`src/rtl/duck_pkg.sv`:
```
// duck_pkg: shared FSM state type and default timing/shot constants for the light gun
package duck_pkg;
   typedef enum logic [2:0] {IDLE, ARM, DARK, LIGHT, RESULT, HOLD} state_t;
   localparam int DEBOUNCE_CYCLES = 250000;
   localparam int MIN_LIGHT_CYCLES = 16;
   localparam int SHOTS = 3;
endpackage

```
`src/rtl/debounce.sv`:
```
// debounce: two-flop synchroniser followed by a stable-for-N-cycles level filter
module debounce #(
   parameter int DEBOUNCE_CYCLES = duck_pkg::DEBOUNCE_CYCLES
) (
   input  logic clk,
   input  logic rst,
   input  logic din,
   output logic dout
);
   localparam int CW = $clog2(DEBOUNCE_CYCLES + 1);
   logic [1:0] sync;
   logic [CW-1:0] cnt;
   always_ff @(posedge clk)
      if (rst) begin
         sync <= '0;
         cnt <= '0;
         dout <= 1'b0;
      end else begin
         sync <= {sync[0], din};
         if (sync[1] == dout) cnt <= '0;
         else if (cnt == CW'(DEBOUNCE_CYCLES - 1)) begin
            dout <= sync[1];
            cnt <= '0;
         end else cnt <= cnt + 1'b1;
      end
endmodule

```
`src/rtl/gun_ctrl.sv`:
```
// gun_ctrl: light-gun shot sequencer -- debounced trigger, dark/light frame sensing, score and ammo
module gun_ctrl #(
   parameter int DEBOUNCE_CYCLES = duck_pkg::DEBOUNCE_CYCLES,
   parameter int MIN_LIGHT_CYCLES = duck_pkg::MIN_LIGHT_CYCLES,
   parameter int SHOTS = duck_pkg::SHOTS
) (
   input  logic       clk,
   input  logic       rst,
   input  logic       trigger_raw,
   input  logic       sensor_raw,
   input  logic       frame_start,
   input  logic       valid,
   input  logic       reload,
   output logic       trigger,
   output logic       hit,
   output logic       miss,
   output logic [7:0] score,
   output logic [1:0] shots_left
);
   import duck_pkg::*;
   localparam int LW = $clog2(MIN_LIGHT_CYCLES + 1);
   localparam logic [LW-1:0] LMAX = LW'(MIN_LIGHT_CYCLES);
   state_t state, state_n;
   logic db, fs_q, fe, lit, accept, is_hit;
   logic [1:0] sensor_sync;
   logic [LW-1:0] dark_cnt, light_cnt;

   debounce #(.DEBOUNCE_CYCLES(DEBOUNCE_CYCLES)) u_debounce (
      .clk(clk), .rst(rst), .din(trigger_raw), .dout(db)
   );

   assign fe = frame_start & ~fs_q;
   assign lit = valid & sensor_sync[1];
   // reload takes priority: a coinciding press waits one cycle so the decrement is not lost
   assign accept = state == IDLE && db && shots_left != 2'd0 && !reload;
   assign is_hit = dark_cnt < LMAX && light_cnt == LMAX;

   always_comb begin
      state_n = state;
      trigger = state != IDLE;
      hit = state == RESULT && is_hit;
      miss = state == RESULT && !is_hit;
      case (state)
         IDLE:    state_n = accept ? ARM : IDLE;
         ARM:     state_n = fe ? DARK : ARM;
         DARK:    state_n = fe ? LIGHT : DARK;
         LIGHT:   state_n = fe ? RESULT : LIGHT;
         RESULT:  state_n = HOLD;
         HOLD:    state_n = db ? HOLD : IDLE;
         default: state_n = IDLE;
      endcase
   end

   always_ff @(posedge clk)
      if (rst) begin
         state <= IDLE;
         fs_q <= 1'b0;
         sensor_sync <= '0;
         dark_cnt <= '0;
         light_cnt <= '0;
         score <= '0;
         shots_left <= 2'(SHOTS);
      end else begin
         state <= state_n;
         fs_q <= frame_start;
         sensor_sync <= {sensor_sync[0], sensor_raw};
         if (accept) begin
            dark_cnt <= '0;
            light_cnt <= '0;
         end else begin
            if (state == DARK && lit && dark_cnt != LMAX) dark_cnt <= dark_cnt + 1'b1;
            if (state == LIGHT && lit && light_cnt != LMAX) light_cnt <= light_cnt + 1'b1;
         end
         if (hit && score != 8'hFF) score <= score + 8'd1;
         shots_left <= reload ? 2'(SHOTS) : accept ? shots_left - 2'd1 : shots_left;
      end
endmodule
```
`config.mk`:
```
export PLATFORM = sky130hd
export DESIGN_NAME = gun_ctrl
export DESIGN_NICKNAME = d
export VERILOG_FILES = /design/src/rtl/duck_pkg.sv /design/src/rtl/debounce.sv /design/src/rtl/gun_ctrl.sv
export SDC_FILE = /design/constraint.sdc
export NUM_CORES = 1
export LEC_CHECK = 0
export CAP_MARGIN = 20
export CELL_PAD_IN_SITES_DETAIL_PLACEMENT = 0
export CELL_PAD_IN_SITES_GLOBAL_PLACEMENT = 1
export CORE_MARGIN = 5
export CORE_UTILIZATION = 39
export DETAILED_ROUTE_END_ITERATION = 7
export PLACE_DENSITY = 0.85
export SLEW_MARGIN = 15
export SYNTH_ARGS = -nofsm -noshare
export SYNTH_HDL_FRONTEND = slang
export SYNTH_HIERARCHICAL = 1
export SYNTH_SLANG_ARGS = --single-unit
```
`constraint.sdc`:
```
create_clock -name clk -period 1.9 [get_ports clk]
set_input_delay 0.38 -clock clk [delete_from_list [all_inputs] [get_ports clk]]
set_output_delay 0.38 -clock clk [all_outputs]
set_load 0.1 [all_outputs]
```
== Word level (Yosys, flattened, before mapping) ==
Index checks and enable logic that the tools add are counted.
W data, S select, Z words.

* Output and inout port bits: 13
* Word-level logic and storage cells: 57
* Input port bits: 7
* Register bits after elaboration: 47

* Order comparisons: 1
* Reductions and logical operators: 20
* Multiplexer cells: 6
* Add/sub/neg operators: 5
* Equality and inequality tests: 11
* Bitwise operators: 4

{| class="wikitable"
|+ Operator list
! kind !! count
|-
| $add A18 B1 Y18 const B || 1
|-
| $eq A18 B18 Y1 const B || 1
|-
| $pmux W3 S6 || 1
|-
| $logic_and A1 B1 Y1 || 11
|-
| $add A5 B1 Y5 const B || 2
|-
| $ne A5 B5 Y1 const B || 2
|-
| $add A8 B1 Y8 const B || 1
|-
| $ne A8 B8 Y1 const B || 1
|-
| $eq A3 B2 Y1 const B || 2
|-
| $eq A3 B3 Y1 const B || 2
|-
| $mux W3 || 2
|-
| $eq A5 B5 Y1 const B || 1
|-
| $lt A5 B5 Y1 const B || 1
|-
| $reduce_or A2 Y1 || 2
|-
| $eq A3 B1 Y1 const B || 1
|-
| $logic_not A3 Y1 || 1
|-
| $reduce_bool A3 Y1 || 1
|-
| $reduce_or A3 Y1 || 1
|-
| $and A1 B1 Y1 || 2
|-
| $logic_not A1 Y1 || 2
|-
| $mux W1 || 2
|-
| $mux W2 || 1
|-
| $not A1 Y1 || 2
|-
| $reduce_and A2 Y1 || 1
|-
| other kinds (3) || 3
|}

== Logic depth before layout (Yosys ltp) ==
Gate-level depths: netlist of the first run.

* Depth in word-level cells: 6
* Depth in mapped cells: 8
* Gate-level depth less buffers: 7

== Cells and area by module ==
Netlist of the first run, hierarchy kept.

{| class="wikitable"
|+ By module, submodules not included
! module !! area an instance (sq um) !! cells an instance !! times used !! sequential area each (sq um)
|-
| gun_ctrl || 1327.5 || 147 || 1 || 520.5
|-
| debounce || 914.6 || 104 || 1 || 420.4
|}

== Worst setup path before layout of the first run ==
No wires, ideal clock.

* Path kind: flip-flop to output port
* From: register state[2]
* To: output port miss
* Required time: 1.520 ns
* Buffers on the path: 1
* Path slack: -0.531 ns
* Stages on the path, launching flop included: 4
* Arrival time: 2.051 ns
* Path through: dfxtp_1 > buf_4 > or3b_1 > nor2_1

* Cells in the longest elaborated chain, start to end: 2

{| class="wikitable"
|+ RTL lines
! element !! RTL line !! source
|-
| from (decl) || gun_ctrl.sv:23 || <nowiki>state_t state, state_n;</nowiki>
|-
| from (signal assigned) || gun_ctrl.sv:64 || <nowiki>state <= state_n;</nowiki>
|-
| $eq A3 B3 Y1 || gun_ctrl.sv:42 || <nowiki>miss = state == RESULT && !is_hit;</nowiki>
|-
| $logic_and A1 B1 Y1 || gun_ctrl.sv:42 ||
|-
| to (decl) || gun_ctrl.sv:16 || <nowiki>output logic miss,</nowiki>
|}

No other way between the ends.

== Final worst setup path of the first run ==
* From: register state[1]
* To: output port hit

* Cells in the longest elaborated chain, start to end: 2

{| class="wikitable"
|+ RTL lines
! element !! RTL line !! source
|-
| $eq A3 B3 Y1 || gun_ctrl.sv:41 || <nowiki>hit = state == RESULT && is_hit;</nowiki>
|-
| $logic_and A1 B1 Y1 || gun_ctrl.sv:41 ||
|-
| to (decl) || gun_ctrl.sv:15 || <nowiki>output logic hit,</nowiki>
|}

No other way between the ends.

==> results.py, run 1 <==
metrics = {
    "floorplan": {
        "core_um2": 5540,
        "pin_count": 20,
        "initial_core_util_pct": 40.5,
        "fp.dieH_um": 85.8,
        "die_w_um": 85.8,
        "rows": 27,
        "dieArea_um2": 7370,
    },
    "detailed_routing": {
        "drtPass1Iterations": 5,
        "wire_per_inst_um": 12.4,
        "drc_errors": 0,
        "drt_iter0_drc": 85,
        "ant_nets": 0,
        "viasPerCell": 5.12,
        "dr_total_vias": 1894,
        "finalWirelength_mm": 4.59,
    },
    "timing": {
        "setup_violations": 8,
        "hold_ws_ns": 0.439,
        "slew-limit-headroom_pct": 67.1,
        "skew_ns": 0.0136,
        "maxSlewViolCount": 0,
        "fin_crit_sh_pct": 112,
        "fin_crit_ns": 2.13,
        "max_freq_mhz": 470,
        "hold_violations": 0,
        "worstMarginPinSlew_ns": 0.494,
        "layout_setup_ws_ns": -0.228,
        "rsz0062_at_grt": "true",
    },
    "cells_and_area": {
        "seqCellArea_um2": 975,
        "antenna_cells": 0,
        "n_fill_cell": 518,
        "fin_cells": 370,
        "final_cell_mix": "34 x dfxtp_1, 32 x buf_4, 31 x nor2_1",
        "nets": 311,
        "drive_gt1_share_pct": 29.2,
        "multi_input_area_um2": 1290,
        "syn_to_final_growth_pct": 31.9,
        "final_common_cell": "dfxtp_1",
        "final_util_pct": 53.4,
    },
    "global_route": {
        "grt_pass1_wl_mm": 7.78,
        "grt-ovfl-total": 0,
        "first_global_vias": 1790,
        "antenna_found_initial": 0,
        "grt.total_usage_pct": 12.9,
        "grt_max_degree": 18,
    },
    "outcome": {
        "violations": "negative setup slack",
        "status": "complete, but fails checks",
    },
    "pwr": {
        "p_per_area_nw_per_um2": 552,
        "swShare_pct": 22.8,
        "pwr-share-clk_pct": 37.0,
        "leakagePower_nw": 1.01,
        "internal_power_w": 0.00126,
        "irDropWorstVdd_mv": 0.284,
        "p_comb_share_pct": 2.9,
        "p_sw_w": 0.000373,
        "seq_power_share_pct": 60.2,
    },
    "clock_tree": {
        "numCtsBuffers": 5,
        "cts-root-buf": "clkbuf_8",
        "cts_sinks": 47,
        "htreeDepth": 2,
        "cts_tree": "built",
        "cts.clk_slew.worst_paths_ns": 0.09,
        "ctsHoldBuffers": 0,
        "cts_buffer_depth": 2,
        "clkLatencyLatePin_ns": 0.30,
    },
    "setup_path": {
        "arrival_ns": 1.75,
        "cp-start-kind": "flip-flop",
        "cp-end-kind": "output pin",
        "max_stage_delay_ns": 0.39,
        "slowest_stage": "or3_4",
        "crit_chain": "or3b_4 > or3_4 > buf_6 > inv_8 > buf_12",
        "crit_fanout": 2,
        "crit_required_ns": 1.52,
        "critical_path_class": "flip-flop to output pin",
    },
    "synth": {
        "yosys.area.top_type": "dfxtp_1",
        "synthTopCellsByArea": "dfxtp_1 42%, xnor2_1 7.4%, nor2_1 5.4%",
        "synth_seq_cells": 47,
        "syn_inst": 251,
        "synth_nets": 265,
        "synth-edff-count": 0,
        "synth_area_per_cell_um2": 8.93,
        "netlist.area_leader.share_pct": 42.0,
        "netlist_area_um2": 2240,
        "ys_types": 49,
        "async_flop_share_pct": 0,
        "ys_warn_count": 6,
        "ys_seq_area_share_pct": 42.0,
        "ys.flop_type": "dfxtp_1",
    },
    "min_path": {
        "hp-class": "flip-flop to flip-flop",
    },
    "job": {
        "drv_cap": 0,
    },
    "placement": {
        "port_buffers": 19,
        "dp_hpwl_mm": 3.20,
        "place_ws_ns": 0.00659,
        "dp_cells": 356,
        "gp_congestion": 0.784,
    },
}
state kept, by name, summed over array words and instances (netlist names):
signal           flops
score                8
dark_cnt             5
shots_left           2
u_debounce/dout      1
fs_q                 1
light_cnt            5
sensor_sync          2
u_debounce/sync      2
state                3
u_debounce/cnt      18
logic make-up after synthesis:
kind of cell	after synthesis	share of synthesized area, %
AOI/OAI and AO/OA	30	8.32
muxes	4	1.90
buffers and inverters	21	4.02
and+or+nand+nor	119	30.9
adders and majority gates	7	3.91
xor gates and xnor gates	23	8.98
DFF	47	42.0
cell usage after synthesis, drive strengths merged, types with 3 or more instances:
cell type	number
nor2	32
clkbuf	5
nand4	3
and3	3
buf	3
or4	6
nor2b	7
or3	8
nor4b	4
a21oi	12
ha	7
nand3	15
nor4	5
dfxtp	47
o21ai	7
inv	13
o31ai	6
xor2	4
nor3	11
nand2	11
xnor2	19
repair_timing:
item | in CTS | in global routing
gates resized for setup | 2 | 16
setup buffers | 4 | 2
pin swaps | 2 | 7
endpoints found under the setup margin | 2 | 10
stage by stage:
| stage | area (um^2) | TNS (ns) | power, W |
|---|---|---|---|
| floorplan | 2300 | -0.127 | 0.00102 |
| finish | 2960 | -1.17 | 0.00163 |
| global route | 2960 | -1.57 | 0.00171 |
| global placement | 2750 | 0 | 0.00105 |
| CTS | 2870 | -0.698 | 0.00166 |
| detailed placement | 2750 | 0 | 0.00105 |
per-layer routing:
metal	GRT usage [%]	vias to the layer above	wire length, um
li1	-	974	-
met1	15.1	894	2180
met2	22.6	20	2180
met3	3.46	6	159
met4	4.75	0	71
met5	0	-	0
worst paths after layout:
check	from	to	slack (ns)	depth (start not counted)
min	u_debounce/sync[0]$_SDFF_PP0_	u_debounce/sync[1]$_SDFF_PP0_	0.44	1
max reg2reg	state[1]$_SDFF_PP0_	score[4]$_SDFFE_PP0P_	-0.15	6
max	state[1]$_SDFF_PP0_	hit	-0.23	5
min reg2reg	u_debounce/sync[0]$_SDFF_PP0_	u_debounce/sync[1]$_SDFF_PP0_	0.44	1
critical path: cells and delay by family (launching register included):
family                 cells  cell delay (ns)
buffers and inverters      3             0.35
DFF                        1             0.33
and+or+nand+nor            2             0.77
area by class of cell:
type                       count  area share, %
timing repair buffer          47           15.4
tap                           72           3.05
sequential                    47           33.0
clock inverter                 3          0.677
multi-input combinational    183           43.7
inverter                      13           1.90
clock buffer                   5           2.33
power groups by stage:
| stage | logic, W | registers, W | clock network (W) |
|---|---|---|---|
| 2_1_floorplan | 0.0000203 | 0.00100 | 0 |
| 3_3_place_gp | 0.0000458 | 0.00100 | 0 |
| 3_5_place_dp | 0.0000459 | 0.00101 | 0 |
| 4_1_cts | 0.0000461 | 0.000982 | 0.000629 |
| 5_1_grt | 0.0000511 | 0.000983 | 0.000675 |
| 6_report | 0.0000465 | 0.000982 | 0.000603 |
Power figures use the tool's default switching activity.
==> run 2, diff against run 1 <==
Settings changed: SKIP_LAST_GASP from default to 1.
==> run 2 against run 1 <==
- count of clock-buffer cells in the layout unchanged
- critical path type unchanged
- sequential cell count unchanged
- sequential share of layout area about the same
- clock power about the same
- via count unchanged
- final cell count unchanged
- highest routed layer unchanged
- the run still ends with negative setup slack left
- core utilization decreased by 0.068 points
==> results.py, run 2 (synthesis gave the netlist of run 1 again) <==
metrics = {
    "floorplan": {
        "die_w_um": 85.8,
        "pin_count": 20,
        "rows": 27,
        "initial_core_util_pct": 40.5,
        "dieArea_um2": 7370,
        "fp.dieH_um": 85.8,
        "core_um2": 5540,
    },
    "setup_path": {
        "r2r_slack_ns": -0.17,
        "arrival_ns": 1.75,
        "crit_fanout": 2,
        "r2r_start": "state[1]$_SDFF_PP0_",
        "reg2reg_depth": 7,
        "crit_required_ns": 1.52,
        "cp-end-kind": "output pin",
        "r2r_end": "score[5]$_SDFFE_PP0P_",
        "critPathLaunch": "state[1]$_SDFF_PP0_",
        "critical_path_class": "flip-flop to output pin",
        "cp-start-kind": "flip-flop",
    },
    "timing": {
        "rsz0062_at_grt": "true",
        "fin_crit_ns": 2.13,
        "skew_ns": 0.0140,
        "worstMarginPinSlew_ns": 0.494,
        "max_freq_mhz": 470,
        "hold_violations": 0,
        "layout_setup_ws_ns": -0.228,
        "hold_ws_ns": 0.439,
        "setup_violations": 8,
        "maxSlewViolCount": 0,
        "slew-limit-headroom_pct": 67.1,
        "fin_crit_sh_pct": 112,
    },
    "clock_tree": {
        "cts.clk_slew.worst_paths_ns": 0.10,
        "cts_tree": "built",
        "numCtsBuffers": 5,
        "htreeDepth": 2,
        "cts_buffer_depth": 2,
        "clkLatencyLatePin_ns": 0.30,
        "cts_sinks": 47,
        "cts-root-buf": "clkbuf_8",
    },
    "job": {
        "drv_cap": 0,
    },
    "detailed_routing": {
        "finalWirelength_mm": 4.59,
        "wire_per_inst_um": 12.4,
        "ant_nets": 0,
        "viasPerCell": 5.12,
        "drt_iter0_drc": 85,
        "drtPass1Iterations": 5,
        "drc_errors": 0,
        "dr_total_vias": 1894,
    },
    "cells_and_area": {
        "syn_to_final_growth_pct": 31.7,
        "final_common_cell": "dfxtp_1",
        "drive_gt1_share_pct": 29.2,
        "top_register": "u_debounce/cnt",
        "nets": 311,
        "final_util_pct": 53.3,
        "antenna_cells": 0,
        "final_cell_mix": "34 x dfxtp_1, 33 x buf_4, 31 x nor2_1",
        "reg_top3": "u_debounce/cnt: 18 flops, score: 8 flops",
        "largest_reg_flops": 18,
    },
    "placement": {
        "gp_congestion": 0.784,
        "port_buffers": 19,
        "dp_hpwl_mm": 3.20,
    },
    "global_route": {
        "grt_pass1_wl_mm": 7.78,
        "grt.total_usage_pct": 12.9,
        "grt-ovfl-total": 0,
        "grt_max_degree": 18,
        "first_global_vias": 1790,
        "antenna_found_initial": 0,
    },
    "pwr": {
        "p_per_area_nw_per_um2": 553,
        "irDropWorstVdd_mv": 0.284,
        "leakagePower_nw": 1.00,
    },
    "min_path": {
        "holdPathStages": 1,
        "hp-class": "flip-flop to flip-flop",
        "hp-start": "u_debounce/sync[0]$_SDFF_PP0_",
        "worstHoldEndpoint": "u_debounce/sync[1]$_SDFF_PP0_",
    },
    "outcome": {
        "violations": "negative setup slack",
        "status": "complete, but fails checks",
    },
}
## run 2: metal layers
| layer | part of all wire, % | wire length [um] | track usage (%) |
|---|---|---|---|
| met2 | 47 | 2180 | 22.6 |
| met3 | 3.5 | 159 | 3.46 |
| met5 | 0 | 0 | 0 |
| met4 | 1.5 | 71 | 4.75 |
| met1 | 47 | 2180 | 15.1 |
## run 2: metrics by stage
stage	cells	TNS, ns	setup WS (ns)	total power, W	area (um^2)
after CTS	368	-0.698	-0.243	0.00166	2870
after global placement	356	0	0.0261	0.00105	2750
after global routing	370	-1.59	-0.279	0.00171	2950
final	370	-1.18	-0.228	0.00163	2950
after floorplan	251	-0.127	-0.0781	0.00102	2300
after detailed placement	356	0	0.00659	0.00105	2750
## run 2: worst max path at each step
stage	endpoint	slack [ns]	cells after the start
after floorplan	miss	-0.08	3
after global placement	hit	0.03	5
after detailed placement	hit	0.007	5
after CTS	hit	-0.24	5
after global routing	hit	-0.28	5
final	hit	-0.23	5
## run 2: layout make-up
cell class	count	area, um^2
well taps	72	90.1
clock buffers	5	68.8
fillers	520	2590
flip-flops and latches	47	975
repair buffers	47	450
inverters	13	56.3
clock inverters	3	20.0
multi-input cells	183	1290
## run 2: critical path, cell delays in order, from the launching register on
cell     delay (ns)
dfxtp_2        0.33
or3b_4         0.38
or3_4          0.39
buf_6          0.14
inv_8          0.05
buf_12         0.16
## run 2: report_power, final
part / switching, W / total [W] / internal [W]
Clock: 0.000347 / 0.000604 / 0.000256
Combinational: 0.0000236 / 0.0000465 / 0.0000229
Sequential: 0.00000219 / 0.000982 / 0.000980
Total: 0.000373 / 0.00163 / 0.00126
## run 2: timing repair
| action | in CTS | in global routing |
|---|---|---|
| hold buffers | 0 | 0 |
| pin swaps | 2 | 7 |
| setup buffers | 4 | 2 |
| hold endpoints to repair | 0 | 0 |
| gates cloned | 0 | 0 |
| gates resized for setup | 2 | 15 |
| setup endpoints to repair | 2 | 10 |
